**config.mk**
```make
export PLATFORM = sky130hd
export DESIGN_NAME = bram_stream_fifo_ctrl_flat
export DESIGN_NICKNAME = d
export VERILOG_FILES = /design/src/rtl/bram_stream_fifo_ctrl_if.sv /design/src/rtl/bram_stream_fifo_ctrl.sv /design/src/flat_wrapper.sv
export SDC_FILE = /design/constraint.sdc
export NUM_CORES = 1
export LEC_CHECK = 0
export ABC_CLOCK_PERIOD_IN_PS = 8800
export BUFFER_PORTS_ARGS = -buffer_cell sky130_fd_sc_hd__buf_2
export CAP_MARGIN = 0
export CORE_MARGIN = 3
export CORE_UTILIZATION = 55
export CTS_CLUSTER_SIZE = 20
export DETAILED_ROUTE_END_ITERATION = 10
export PLACE_DENSITY_LB_ADDON = 0.1
export SYNTH_ARGS = -nofsm -noshare
export SYNTH_HDL_FRONTEND = slang
export SYNTH_SLANG_ARGS = --single-unit
```
**constraint.sdc**
```tcl
create_clock -name CLK -period 8.8 [get_ports CLK]
set_input_delay 0.44 -clock CLK [delete_from_list [all_inputs] [get_ports CLK]]
set_output_delay 0.44 -clock CLK [all_outputs]
set_load 0.01 [all_outputs]
```
**src/rtl/bram_stream_fifo_ctrl_if.sv**
```systemverilog
// rtl/bram_stream_fifo_ctrl_if.sv - byte stream and status bundle for the BRAM FIFO controller
`timescale 1ns/1ps

interface bram_stream_fifo_ctrl_if #(
  parameter int ADDR_W = 11,
  parameter int DATA_W = 8
);
  logic              in_valid;
  logic              in_ready;
  logic [DATA_W-1:0] in_data;
  logic              out_valid;
  logic              out_ready;
  logic [DATA_W-1:0] out_data;
  logic [ADDR_W:0]   level;
  logic              almost_full;

  // Producer/consumer side of the FIFO
  modport master (
    output in_valid, in_data, out_ready,
    input  in_ready, out_valid, out_data, level, almost_full
  );

  // FIFO controller side
  modport slave (
    input  in_valid, in_data, out_ready,
    output in_ready, out_valid, out_data, level, almost_full
  );
endinterface

```
**src/rtl/bram_stream_fifo_ctrl.sv**
```systemverilog
// rtl/bram_stream_fifo_ctrl.sv - stream FIFO over a 2-port BRAM with 2-entry read prefetch
`timescale 1ns/1ps

module bram_stream_fifo_ctrl #(
  parameter int ADDR_W       = 11,
  parameter int DATA_W       = 8,
  parameter int AFULL_THRESH = 1920
) (
  input  logic              CLK,
  input  logic              RST,
  bram_stream_fifo_ctrl_if.slave s,
  output logic [ADDR_W-1:0] mem_a0,
  output logic [DATA_W-1:0] mem_d0,
  output logic              mem_we0,
  output logic [DATA_W-1:0] mem_wem0,
  output logic              mem_ce0,
  output logic [ADDR_W-1:0] mem_a1,
  output logic [DATA_W-1:0] mem_d1,
  output logic              mem_we1,
  output logic [DATA_W-1:0] mem_wem1,
  output logic              mem_ce1,
  input  logic [DATA_W-1:0] mem_q1
);
  localparam logic [ADDR_W:0] DEPTH_L = (ADDR_W+1)'(2**ADDR_W);
  localparam logic [ADDR_W:0] AFULL_L = (ADDR_W+1)'(AFULL_THRESH);

  logic [ADDR_W-1:0] wr_ptr;
  logic [ADDR_W-1:0] rd_ptr;
  logic [ADDR_W:0]   mem_cnt;   // bytes committed to BRAM and not yet read
  logic [ADDR_W:0]   level;
  logic              inflight;  // read issued last cycle, mem_q1 valid now
  logic [1:0]        out_cnt;
  logic [DATA_W-1:0] head_q;
  logic [DATA_W-1:0] tail_q;

  logic              in_rdy;
  logic              out_vld;
  logic              push;
  logic              pop;
  logic              rd_issue;
  logic [1:0]        cnt_after_pop;

  // Handshakes and prefetch decision; reads may refill the slot a pop frees this cycle
  always_comb begin
    in_rdy        = (level != DEPTH_L);
    out_vld       = (out_cnt != 2'd0);
    push          = s.in_valid && in_rdy && !RST;
    pop           = out_vld && s.out_ready && !RST;
    rd_issue      = (mem_cnt != '0) && !RST &&
                    (((out_cnt + {1'b0, inflight}) < 2'd2) || pop);
    cnt_after_pop = out_cnt - {1'b0, pop};
  end

  assign s.in_ready    = in_rdy;
  assign s.out_valid   = out_vld;
  assign s.out_data    = head_q;
  assign s.level       = level;
  assign s.almost_full = (level >= AFULL_L);

  assign mem_ce0  = push;
  assign mem_we0  = push;
  assign mem_a0   = wr_ptr;
  assign mem_d0   = s.in_data;
  assign mem_wem0 = '1;

  assign mem_ce1  = rd_issue;
  assign mem_a1   = rd_ptr;
  assign mem_we1  = 1'b0;
  assign mem_d1   = '0;
  assign mem_wem1 = '0;

  // Pointers and occupancy counters; level stays equal to mem_cnt + inflight + out_cnt
  always_ff @(posedge CLK) begin
    if (RST) begin
      wr_ptr   <= '0;
      rd_ptr   <= '0;
      mem_cnt  <= '0;
      level    <= '0;
      inflight <= 1'b0;
      out_cnt  <= 2'd0;
    end else begin
      if (push)     wr_ptr <= wr_ptr + ADDR_W'(1);
      if (rd_issue) rd_ptr <= rd_ptr + ADDR_W'(1);
      mem_cnt  <= mem_cnt + (ADDR_W+1)'(push) - (ADDR_W+1)'(rd_issue);
      level    <= level + (ADDR_W+1)'(push) - (ADDR_W+1)'(pop);
      inflight <= rd_issue;
      out_cnt  <= cnt_after_pop + {1'b0, inflight};
    end
  end

  // Output buffer: pop shifts tail to head, returning read data lands in the first free slot
  always_ff @(posedge CLK) begin
    if (pop) head_q <= tail_q;
    if (inflight && !RST) begin
      if (cnt_after_pop == 2'd0) head_q <= mem_q1;
      else                       tail_q <= mem_q1;
    end
  end
endmodule

```
**src/flat_wrapper.sv**
```systemverilog
// flat-port wrapper written by rule: the top's interface ports become plain ports
module bram_stream_fifo_ctrl_flat 
#(
  parameter int ADDR_W       = 11,
  parameter int DATA_W       = 8,
  parameter int AFULL_THRESH = 1920
)
  (CLK, RST, mem_a0, mem_d0, mem_we0, mem_wem0, mem_ce0, mem_a1, mem_d1, mem_we1, mem_wem1, mem_ce1, mem_q1, s_in_valid, s_in_data, s_out_ready, s_in_ready, s_out_valid, s_out_data, s_level, s_almost_full);
  bram_stream_fifo_ctrl_if #(.ADDR_W(ADDR_W), .DATA_W(DATA_W)) s_i ();
  input  logic CLK;
  input  logic RST;
  output logic [ADDR_W-1:0] mem_a0;
  output logic [DATA_W-1:0] mem_d0;
  output logic mem_we0;
  output logic [DATA_W-1:0] mem_wem0;
  output logic mem_ce0;
  output logic [ADDR_W-1:0] mem_a1;
  output logic [DATA_W-1:0] mem_d1;
  output logic mem_we1;
  output logic [DATA_W-1:0] mem_wem1;
  output logic mem_ce1;
  input  logic [DATA_W-1:0] mem_q1;
  input wire logic [$bits(s_i.in_valid)-1:0] s_in_valid;
  input wire logic [$bits(s_i.in_data)-1:0] s_in_data;
  input wire logic [$bits(s_i.out_ready)-1:0] s_out_ready;
  output wire logic [$bits(s_i.in_ready)-1:0] s_in_ready;
  output wire logic [$bits(s_i.out_valid)-1:0] s_out_valid;
  output wire logic [$bits(s_i.out_data)-1:0] s_out_data;
  output wire logic [$bits(s_i.level)-1:0] s_level;
  output wire logic [$bits(s_i.almost_full)-1:0] s_almost_full;
  assign s_i.in_valid = s_in_valid;
  assign s_i.in_data = s_in_data;
  assign s_i.out_ready = s_out_ready;
  assign s_in_ready = s_i.in_ready;
  assign s_out_valid = s_i.out_valid;
  assign s_out_data = s_i.out_data;
  assign s_level = s_i.level;
  assign s_almost_full = s_i.almost_full;
  bram_stream_fifo_ctrl #(.ADDR_W(ADDR_W), .DATA_W(DATA_W), .AFULL_THRESH(AFULL_THRESH)) u_core (.CLK(CLK), .RST(RST), .s(s_i), .mem_a0(mem_a0), .mem_d0(mem_d0), .mem_we0(mem_we0), .mem_wem0(mem_wem0), .mem_ce0(mem_ce0), .mem_a1(mem_a1), .mem_d1(mem_d1), .mem_we1(mem_we1), .mem_wem1(mem_wem1), .mem_ce1(mem_ce1), .mem_q1(mem_q1));
endmodule
```
==> insert_results.sql, run 1 <==
INSERT INTO impl_metrics (metric_group, metric, value, unit) VALUES
('run_status', 'run_status', 'finished clean', ''),
('finish', 'final_core_util', '63.8', '%'),
('clocking', 'cts-hold-fix-buffers', '0', ''),
('worst_setup_path', 'worstReg2RegEnd', 'u_core.mem_cnt[8]', ''),
('routing', 'via_count', '3051', ''),
('floorplan', 'dieHeight', '90.7', 'µm'),
('grt', 'overflow', '0', ''),
('clocking', 'cts_repair_resize_count', '0', ''),
('finish', 'mostFrequentLayoutCell', 'sky130_fd_sc_hd__buf_2', ''),
('routing', 'drt_first_iter_violations', '137', ''),
('sta', 'postLayoutSetupSlackWorst', '5.31', 'ns'),
('worst_setup_path', 'r2r_setup_slack', '5.31', 'ns'),
('worst_setup_path', 'standard_cell_with_the_maximum_stage_delay_on_the_critical_path', 'sky130_fd_sc_hd__a21oi_1', ''),
('finish', 'mostFrequentLayoutCells', 'sky130_fd_sc_hd__buf_2, sky130_fd_sc_hd__dfxtp_1, sky130_fd_sc_hd__nor2_1', ''),
('floorplan', 'core.rowCount', '30', ''),
('floorplan', 'initial_standard_cell_utilization_of_the_core', '57.5', '%'),
('sta', 'worstMarginPinSlew', '0.958', 'ns'),
('job', 'reported_max_cap_violation_count', '0', ''),
('worst_setup_path', 'ff2ff_path_depth', '13', ''),
('routing', 'wl_per_cell', '12.5', 'µm'),
('worst_setup_path', 'crit_type', 'reg2reg', ''),
('hold_path', 'hp_start', 'mem_q1[6]', ''),
('placed_design', 'dp_cells', '585', ''),
('worst_setup_path', 'arrival', '3.75', 'ns'),
('routing', 'postRouteWirelength', '7520', 'µm'),
('clocking', 'tritoncts_num_sinks', '65', ''),
('grt', 'number_of_antenna_violations_at_the_first_check_in_global_routing', '0', ''),
('grt', 'track_usage', '18.5', '%'),
('sta', 'fin_setup_tns', '0', 'ns'),
('finish', 'final_net_count', '563', ''),
('grt', 'grt_max_degree', '59', ''),
('sta', 'grt_setup_unrepaired', 'false', ''),
('finish', 'drive_above_1_share', '17.6', '%'),
('worst_setup_path', 'worstPathRequired', '9.06', 'ns'),
('grt', 'grt_pass1_vias', '2837', ''),
('floorplan', 'placeableCoreArea', '6870', 'µm²'),
('finish', 'number_of_antenna_repair_diodes', '0', ''),
('sta', 'layout_worst_path_cycle_share', '39.7', '%'),
('synthesis', 'mappedNetlistArea', '3950', 'µm²'),
('power', 'p_leak', '0.00196', 'µW'),
('clocking', 'clock_tree.buffer_depth', '2', ''),
('placed_design', 'place_worst_setup_slack', '5.18', 'ns'),
('clocking', 'clock_tree.root_cell', 'sky130_fd_sc_hd__clkbuf_8', ''),
('synthesis', 'syn_warnings', '0', ''),
('placed_design', 'port_buffers', '59', ''),
('synthesis', 'yosys.cell_types.count', '58', ''),
('routing', 'drc_errors', '0', ''),
('synthesis', 'postSynthCellCount', '450', ''),
('clocking', 'cts_made_buffers', '9', ''),
('sta', 'holdWs', '0.281', 'ns'),
('synthesis', 'yosys-top-cells-area', 'sky130_fd_sc_hd__dfxtp_1, sky130_fd_sc_hd__ha_1, sky130_fd_sc_hd__buf_4', ''),
('worst_setup_path', 'cp_cell_sequence', 'a21bo_2 -> a21oi_1 -> nor3_1 -> ha_1 -> inv_1 -> ha_1 -> inv_1 -> fa_1 -> nor2b_1 -> o311a_1 -> o211ai_1 -> nor3b_1 -> nor3_1', ''),
('synthesis', 'postSynth.asyncResetShare', '0', '%'),
('worst_setup_path', 'critical_path.reg2reg.startpoint', 'u_core.out_cnt[1]', ''),
('finish', 'area_delta_synth_final', '11.0', '%'),
('placed_design', 'finalWeightedCongestion', '0.850', ''),
('finish', 'seq_area', '1380', 'µm²'),
('power', 'power-per-cell-area', '352', 'nW/µm²'),
('floorplan', 'fp.dieArea', '8230', 'µm²'),
('hold_path', 'min-delay-path-class', 'in2reg', ''),
('clocking', 'clk_pin_slew_worst_paths', '0.08', 'ns'),
('sta', 'maxSlewHeadroom', '36.1', '%'),
('sta', 'report.final.slew_viol_count', '0', ''),
('sta', 'skew', '0.00925', 'ns'),
('clocking', 'cts-htree-levels', '3', ''),
('worst_setup_path', 'timing.critical_path.fanout_max', '13', ''),
('clocking', 'cts_tree', 'done', ''),
('power', 'worst_ir_drop_vdd', '0.198', 'mV'),
('clocking', 'clock_latency_on_the_worst_skew_pair', '0.34', 'ns'),
('sta', 'hold_viol_final', '0', ''),
('synthesis', 'yosysTopAreaCellShare', '28.9', '%');
==> flip-flops by register name (all words and copies together), names as in the netlist <==
| name | count |
|---|---|
| u_core.out_cnt | 2 |
| u_core.mem_cnt | 12 |
| u_core.s.out_data | 8 |
| u_core.inflight | 1 |
| u_core.tail_q | 8 |
| u_core.mem_a1 | 11 |
| u_core.mem_a0 | 11 |
| u_core.s.level | 12 |
==> cells by family (layout without fill, tap and decap cells) <==
| logic type | Yosys count | count (layout) | synth area share, % |
|---|---|---|---|
| mux | 12 | 12 | 3.17 |
| fa+ha+maj | 43 | 43 | 14.0 |
| simple gates | 146 | 146 | 19.2 |
| other cells | 2 | 25 | 0.190 |
| buf+inv | 87 | 119 | 11.6 |
| compound gates | 70 | 70 | 11.3 |
| flops | 65 | 65 | 35.0 |
| xor+xnor | 25 | 25 | 5.54 |
==> cell type report <==
class                      instances  share of cell area, %
sequential                        65                   31.5
clock buffer                       9                   2.83
inverter                          42                   3.60
tap                               96                   2.74
multi-input combinational        321                   50.1
clock inverter                     7                   2.17
timing repair buffer              61                   7.08
==> synth_stat cells (3+ instances only) <==
cell type	instances
sky130_fd_sc_hd__o211ai_1	3
sky130_fd_sc_hd__buf_2	3
sky130_fd_sc_hd__or2_2	3
sky130_fd_sc_hd__mux2i_1	8
sky130_fd_sc_hd__nand2_1	14
sky130_fd_sc_hd__xnor2_1	18
sky130_fd_sc_hd__clkbuf_1	4
sky130_fd_sc_hd__nor4_1	3
sky130_fd_sc_hd__ha_1	41
sky130_fd_sc_hd__xor2_1	7
sky130_fd_sc_hd__nand2b_1	5
sky130_fd_sc_hd__inv_1	42
sky130_fd_sc_hd__nand3_1	13
sky130_fd_sc_hd__o21ai_0	10
sky130_fd_sc_hd__mux2_2	4
sky130_fd_sc_hd__nor3_1	14
sky130_fd_sc_hd__nand3b_1	3
sky130_fd_sc_hd__a21oi_1	30
sky130_fd_sc_hd__nor2_1	49
sky130_fd_sc_hd__o21bai_1	4
sky130_fd_sc_hd__nor2b_1	12
sky130_fd_sc_hd__and2_1	3
sky130_fd_sc_hd__buf_1	4
sky130_fd_sc_hd__dfxtp_1	57
sky130_fd_sc_hd__buf_4	34
sky130_fd_sc_hd__edfxtp_1	8
sky130_fd_sc_hd__nor3b_1	4
sky130_fd_sc_hd__or3_1	7
sky130_fd_sc_hd__nand4_1	4
==> worst max-delay path by stage <==
stage	from	to	slack, ns	cells after the start
2_1_floorplan	u_core.s.level[4]	u_core.mem_cnt[11]	5.73	15
3_3_place_gp	RST	u_core.s.level[6]	5.22	12
3_5_place_dp	RST	u_core.s.level[6]	5.18	12
4_1_cts	u_core.out_cnt[1]	u_core.mem_cnt[8]	5.29	13
5_1_grt	u_core.out_cnt[1]	u_core.mem_cnt[10]	5.02	13
6_report	u_core.out_cnt[1]	u_core.mem_cnt[8]	5.31	13
==> layer usage <==
metal | part of all wire, % | global-route usage, %
met5 | 0 | 0
met4 | 0.89 | 5.10
met3 | 5.2 | 4.92
met2 | 47 | 30.9
met1 | 46 | 23.5
==> report_power, final <==
part	switching, µW	leakage (µW)	internal, µW
logic	447	0.00131	377
clock network	119	0.000109	159
registers	53.3	0.000543	388
==> per-stage QoR <==
step	cell area (µm²)	power [µW]
after global placement	4170	1250
after floorplan	4040	1100
after global routing	4380	1690
after CTS	4380	1560
after detailed placement	4170	1270
final	4380	1540
==> critical path, delay by kind of cell (launching register included) <==
kind                       cells  cell delay [ns]
AOI/OAI and AO/OA              4             1.36
adders and majority gates      3             0.86
buffers and inverters          2             0.10
DFF                            1             0.38
and+or+nand+nor                4             0.72
No activity file was read; power rests on OpenSTA's default activity.
==> run 2, diff against run 1 <==
Settings changed: ABC_AREA set to 1, ABC_CLOCK_PERIOD_IN_PS 8800 to 3300.
Clock period 8.8 ns to 3.3 ns, I/O delays scaled along.
==> insert_results.sql, run 2 <==
INSERT INTO impl_metrics (metric_group, metric, value, unit) VALUES
('sta', 'finalSetupViolCount', '0', ''),
('clocking', 'cts_setup_buffers', '0', ''),
('synthesis', 'postSynthRegisterBits', '65', ''),
('clocking', 'clock_tree.buffer_depth', '2', ''),
('floorplan', 'fp.dieArea', '9060', 'µm²'),
('finish', 'number_of_antenna_repair_diodes', '0', ''),
('power', 'p_comb_share', '56.5', '%'),
('worst_setup_path', 'standard_cell_with_the_maximum_stage_delay_on_the_critical_path', 'sky130_fd_sc_hd__fa_1', ''),
('sta', 'report.final.slew_viol_count', '0', ''),
('worst_setup_path', 'r2r_setup_slack', '0.46', 'ns'),
('worst_setup_path', 'timing.critical_path.from_type', 'register', ''),
('synthesis', 'postSynthCellCount', '640', ''),
('power', 'power.sequential.fraction', '25.6', '%'),
('worst_setup_path', 'arrival', '3.08', 'ns'),
('finish', 'final_core_util', '65.5', '%'),
('routing', 'via_count', '3935', ''),
('routing', 'drtAntennaViolNets', '0', ''),
('grt', 'grt_max_degree', '30', ''),
('run_status', 'run_status', 'finished clean', ''),
('worst_setup_path', 'setup.worst_path.end', 'u_core.mem_cnt[10]', ''),
('routing', 'detail_route.vias_per_cell', '4.89', ''),
('finish', 'fillCellCount', '692', ''),
('power', 'power_report.internal_total', '2510', 'µW'),
('clocking', 'clk_pin_slew_worst_paths', '0.08', 'ns'),
('synthesis', 'synth_edf_count', '8', ''),
('worst_setup_path', 'cp-end-kind', 'register', ''),
('finish', 'mostFrequentLayoutCells', 'sky130_fd_sc_hd__nand2_1, sky130_fd_sc_hd__inv_1, sky130_fd_sc_hd__nor2_1', ''),
('synthesis', 'synth_top_cell_by_area', 'sky130_fd_sc_hd__dfxtp_1', ''),
('power', 'clockPowerShare', '17.9', '%'),
('worst_setup_path', 'critical_path.reg2reg.startpoint', 'u_core.s.level[8]', ''),
('synthesis', 'postSynth.asyncResetShare', '0', '%'),
('worst_setup_path', 'ff2ff_path_depth', '19', ''),
('sta', 'post-route-min-period', '2.84', 'ns'),
('synthesis', 'yosysSeqAreaShare', '31.6', '%'),
('grt', 'grt_pass1_vias', '3652', ''),
('finish', 'drive_above_1_share', '13.3', '%'),
('routing', 'drt_first_iter_violations', '142', ''),
('worst_setup_path', 'timing.critical_path.slowest_cell_delay', '0.35', 'ns'),
('sta', 'hold_viol_final', '0', ''),
('sta', 'layout_worst_path_cycle_share', '86.1', '%'),
('worst_setup_path', 'cp_cell_sequence', 'inv_1 -> ha_1 -> nand2_1 -> nor2_2 -> nand2_2 -> nand2_4 -> ha_1 -> inv_1 -> ha_1 -> inv_1 -> fa_1 -> inv_1 -> nand2_1 -> nand2_1 -> nand3_1 -> nand2_1 -> nand2_1 -> a21oi_1 -> nor2_1', ''),
('synthesis', 'yosysTopAreaCellShare', '26.1', '%'),
('synthesis', 'mappedNetlistArea', '4370', 'µm²'),
('clocking', 'cts-htree-levels', '3', ''),
('finish', 'final_net_count', '764', ''),
('grt', 'track_usage', '22.1', '%'),
('clocking', 'cts_repair_resize_count', '0', ''),
('power', 'switching_share', '46.6', '%'),
('placed_design', 'finalWeightedCongestion', '0.871', ''),
('routing', 'wl_per_cell', '11.9', 'µm'),
('worst_setup_path', 'crit_path_start', 'u_core.s.level[8]', ''),
('floorplan', 'boundaryPins', '101', ''),
('finish', 'finalNonFillerCells', '805', ''),
('synthesis', 'synth.avg_cell_area', '6.83', 'µm²'),
('grt', 'global_route_wire_length_before_repair', '15900', 'µm'),
('worst_setup_path', 'worst-path-stages', '19', ''),
('synthesis', 'yosys.cell_types.count', '35', ''),
('finish', 'area_delta_synth_final', '12.1', '%'),
('clocking', 'cts_made_buffers', '9', ''),
('power', 'power-per-cell-area', '958', 'nW/µm²'),
('worst_setup_path', 'timing.critical_path.fanout_max', '10', ''),
('floorplan', 'initial_standard_cell_utilization_of_the_core', '58.4', '%'),
('placed_design', 'dp.final_hpwl', '7080', 'µm'),
('synthesis', 'post_synth_most_frequent_cells', 'sky130_fd_sc_hd__nand2_1, sky130_fd_sc_hd__inv_1, sky130_fd_sc_hd__nor2_1, sky130_fd_sc_hd__dfxtp_1, sky130_fd_sc_hd__ha_1', ''),
('worst_setup_path', 'crit_type', 'reg2reg', ''),
('finish', 'mostFrequentLayoutCell', 'sky130_fd_sc_hd__nand2_1', ''),
('synthesis', 'yosysMostFrequentCell', 'sky130_fd_sc_hd__nand2_1', ''),
('floorplan', 'chipWidth', '95.2', 'µm'),
('clocking', 'clock_tree.root_cell', 'sky130_fd_sc_hd__clkbuf_8', ''),
('routing', 'postRouteWirelength', '9610', 'µm'),
('worst_setup_path', 'worstReg2RegEnd', 'u_core.mem_cnt[10]', ''),
('job', 'reported_max_cap_violation_count', '0', ''),
('worst_setup_path', 'timing.critical_path.buf_inv', '4', ''),
('clocking', 'cts_tree', 'done', ''),
('placed_design', 'port_buffers', '59', ''),
('routing', 'drc_errors', '0', ''),
('sta', 'fmax', '352', 'MHz'),
('hold_path', 'min-delay-path-class', 'in2reg', ''),
('floorplan', 'core.rowCount', '31', ''),
('grt', 'overflow', '0', ''),
('synthesis', 'yosys-top-cells-area', 'sky130_fd_sc_hd__dfxtp_1, sky130_fd_sc_hd__nand2_1, sky130_fd_sc_hd__ha_1', ''),
('worst_setup_path', 'critical_path.most_common_cell', 'sky130_fd_sc_hd__nand2_1', ''),
('floorplan', 'dieHeight', '95.2', 'µm'),
('grt', 'number_of_antenna_violations_at_the_first_check_in_global_routing', '0', ''),
('worst_setup_path', 'worstPathRequired', '3.54', 'ns'),
('sta', 'skew', '0.0102', 'ns'),
('clocking', 'tritoncts_num_sinks', '65', ''),
('sta', 'fin_setup_tns', '0', 'ns'),
('routing', 'drt_pass1_iterations', '5', ''),
('finish', 'reg.largest.list', 'u_core.mem_cnt: 12 flops, u_core.s.level: 12 flops', ''),
('sta', 'grt_setup_unrepaired', 'false', ''),
('clocking', 'clock_latency_on_the_worst_skew_pair', '0.36', 'ns'),
('finish', 'final_design_area_no_fill', '4900', 'µm²'),
('power', 'netSwitchingPower', '2190', 'µW'),
('floorplan', 'placeableCoreArea', '7490', 'µm²'),
('synthesis', 'synth-main-ff-cell', 'sky130_fd_sc_hd__dfxtp_1', ''),
('power', 'worst_ir_drop_vdd', '0.423', 'mV'),
('worst_setup_path', 'crit_family', 'simple AND/OR/NAND/NOR gates', ''),
('placed_design', 'dp_cells', '782', ''),
('power', 'p_leak', '0.00254', 'µW'),
('synthesis', 'syn_warnings', '0', ''),
('placed_design', 'instance_area_at_placement', '4590', 'µm²');
==> run 2: cell types whose count changed in the layout (fill, tap and decap cells not counted), moves of 6 or more <==
cell / delta
sky130_fd_sc_hd__nand2_1: +160
sky130_fd_sc_hd__inv_1: +58
sky130_fd_sc_hd__nor2_1: +32
sky130_fd_sc_hd__nand3_1: +21
sky130_fd_sc_hd__xnor2_1: -16
sky130_fd_sc_hd__nor2b_1: -12
sky130_fd_sc_hd__nor3_1: -12
sky130_fd_sc_hd__mux2i_1: -8
sky130_fd_sc_hd__dlygate4sd3_1: +7
sky130_fd_sc_hd__or3_1: -7
sky130_fd_sc_hd__a21oi_1: +6
==> run 2: logic make-up after synthesis <==
| group | Yosys count | synth area share (%) |
|---|---|---|
| adders and majority gates | 43 | 12.6 |
| AOI/OAI and AO/OA | 65 | 8.61 |
| DFF | 65 | 31.6 |
| other | 2 | 0.172 |
| xor gates and xnor gates | 7 | 1.40 |
| buffers and inverters | 145 | 16.0 |
| and+or+nand+nor | 313 | 29.6 |
==> run 2: worst min-delay path by stage <==
stage,start,end,depth (start not counted)
after CTS,mem_q1[5],u_core.tail_q[5],1
after global routing,mem_q1[5],u_core.tail_q[5],1
after global placement,s_in_data[3],mem_d0[3],0
after detailed placement,s_in_data[3],mem_d0[3],0
final,mem_q1[5],u_core.tail_q[5],1
after floorplan,mem_q1[0],u_core.tail_q[0],0
==> run 2: stage by stage <==
step	total power, µW	setup slack [ns]	hold WS, ns
finish	4700	0.460	0.0148
global placement	3750	0.598	0.330
floorplan	3240	0.716	0.264
CTS	4700	0.467	0.000468
detailed placement	3830	0.506	0.330
global route	5190	0.197	0.00940
==> run 2: area by class of cell <==
class	instances	area (µm²)	area share, %
Tap cell	99	124	2.53
Sequential cell	65	1380	28.2
Multi-Input combinational cell	453	2380	48.5
Clock buffer	9	124	2.53
Clock inverter	7	119	2.43
Inverter	103	387	7.89
Timing Repair Buffer	69	388	7.91
==> run 2: what timing repair did <==
action,CTS,global route
hold endpoints to repair,7,0
hold buffers,7,0
endpoints found under the setup margin,0,0
==> run 2: power groups by stage <==
stage,registers (µW),clock network (µW),logic (µW)
2_1_floorplan,1250,0,1980
3_3_place_gp,1210,0,2540
3_5_place_dp,1220,0,2610
4_1_cts,1200,855,2640
5_1_grt,1230,883,3080
6_report,1200,842,2650
==> run 2: routing by layer <==
metal	GRT usage [%]	share of wire (%)	routed length [µm]	up-vias
met5	0	0	0	-
met4	8.53	1.9	179	0
met3	5.21	6.2	597	20
met2	37.6	47	4480	101
met1	27.0	45	4360	1755
li1	-	-	-	2059
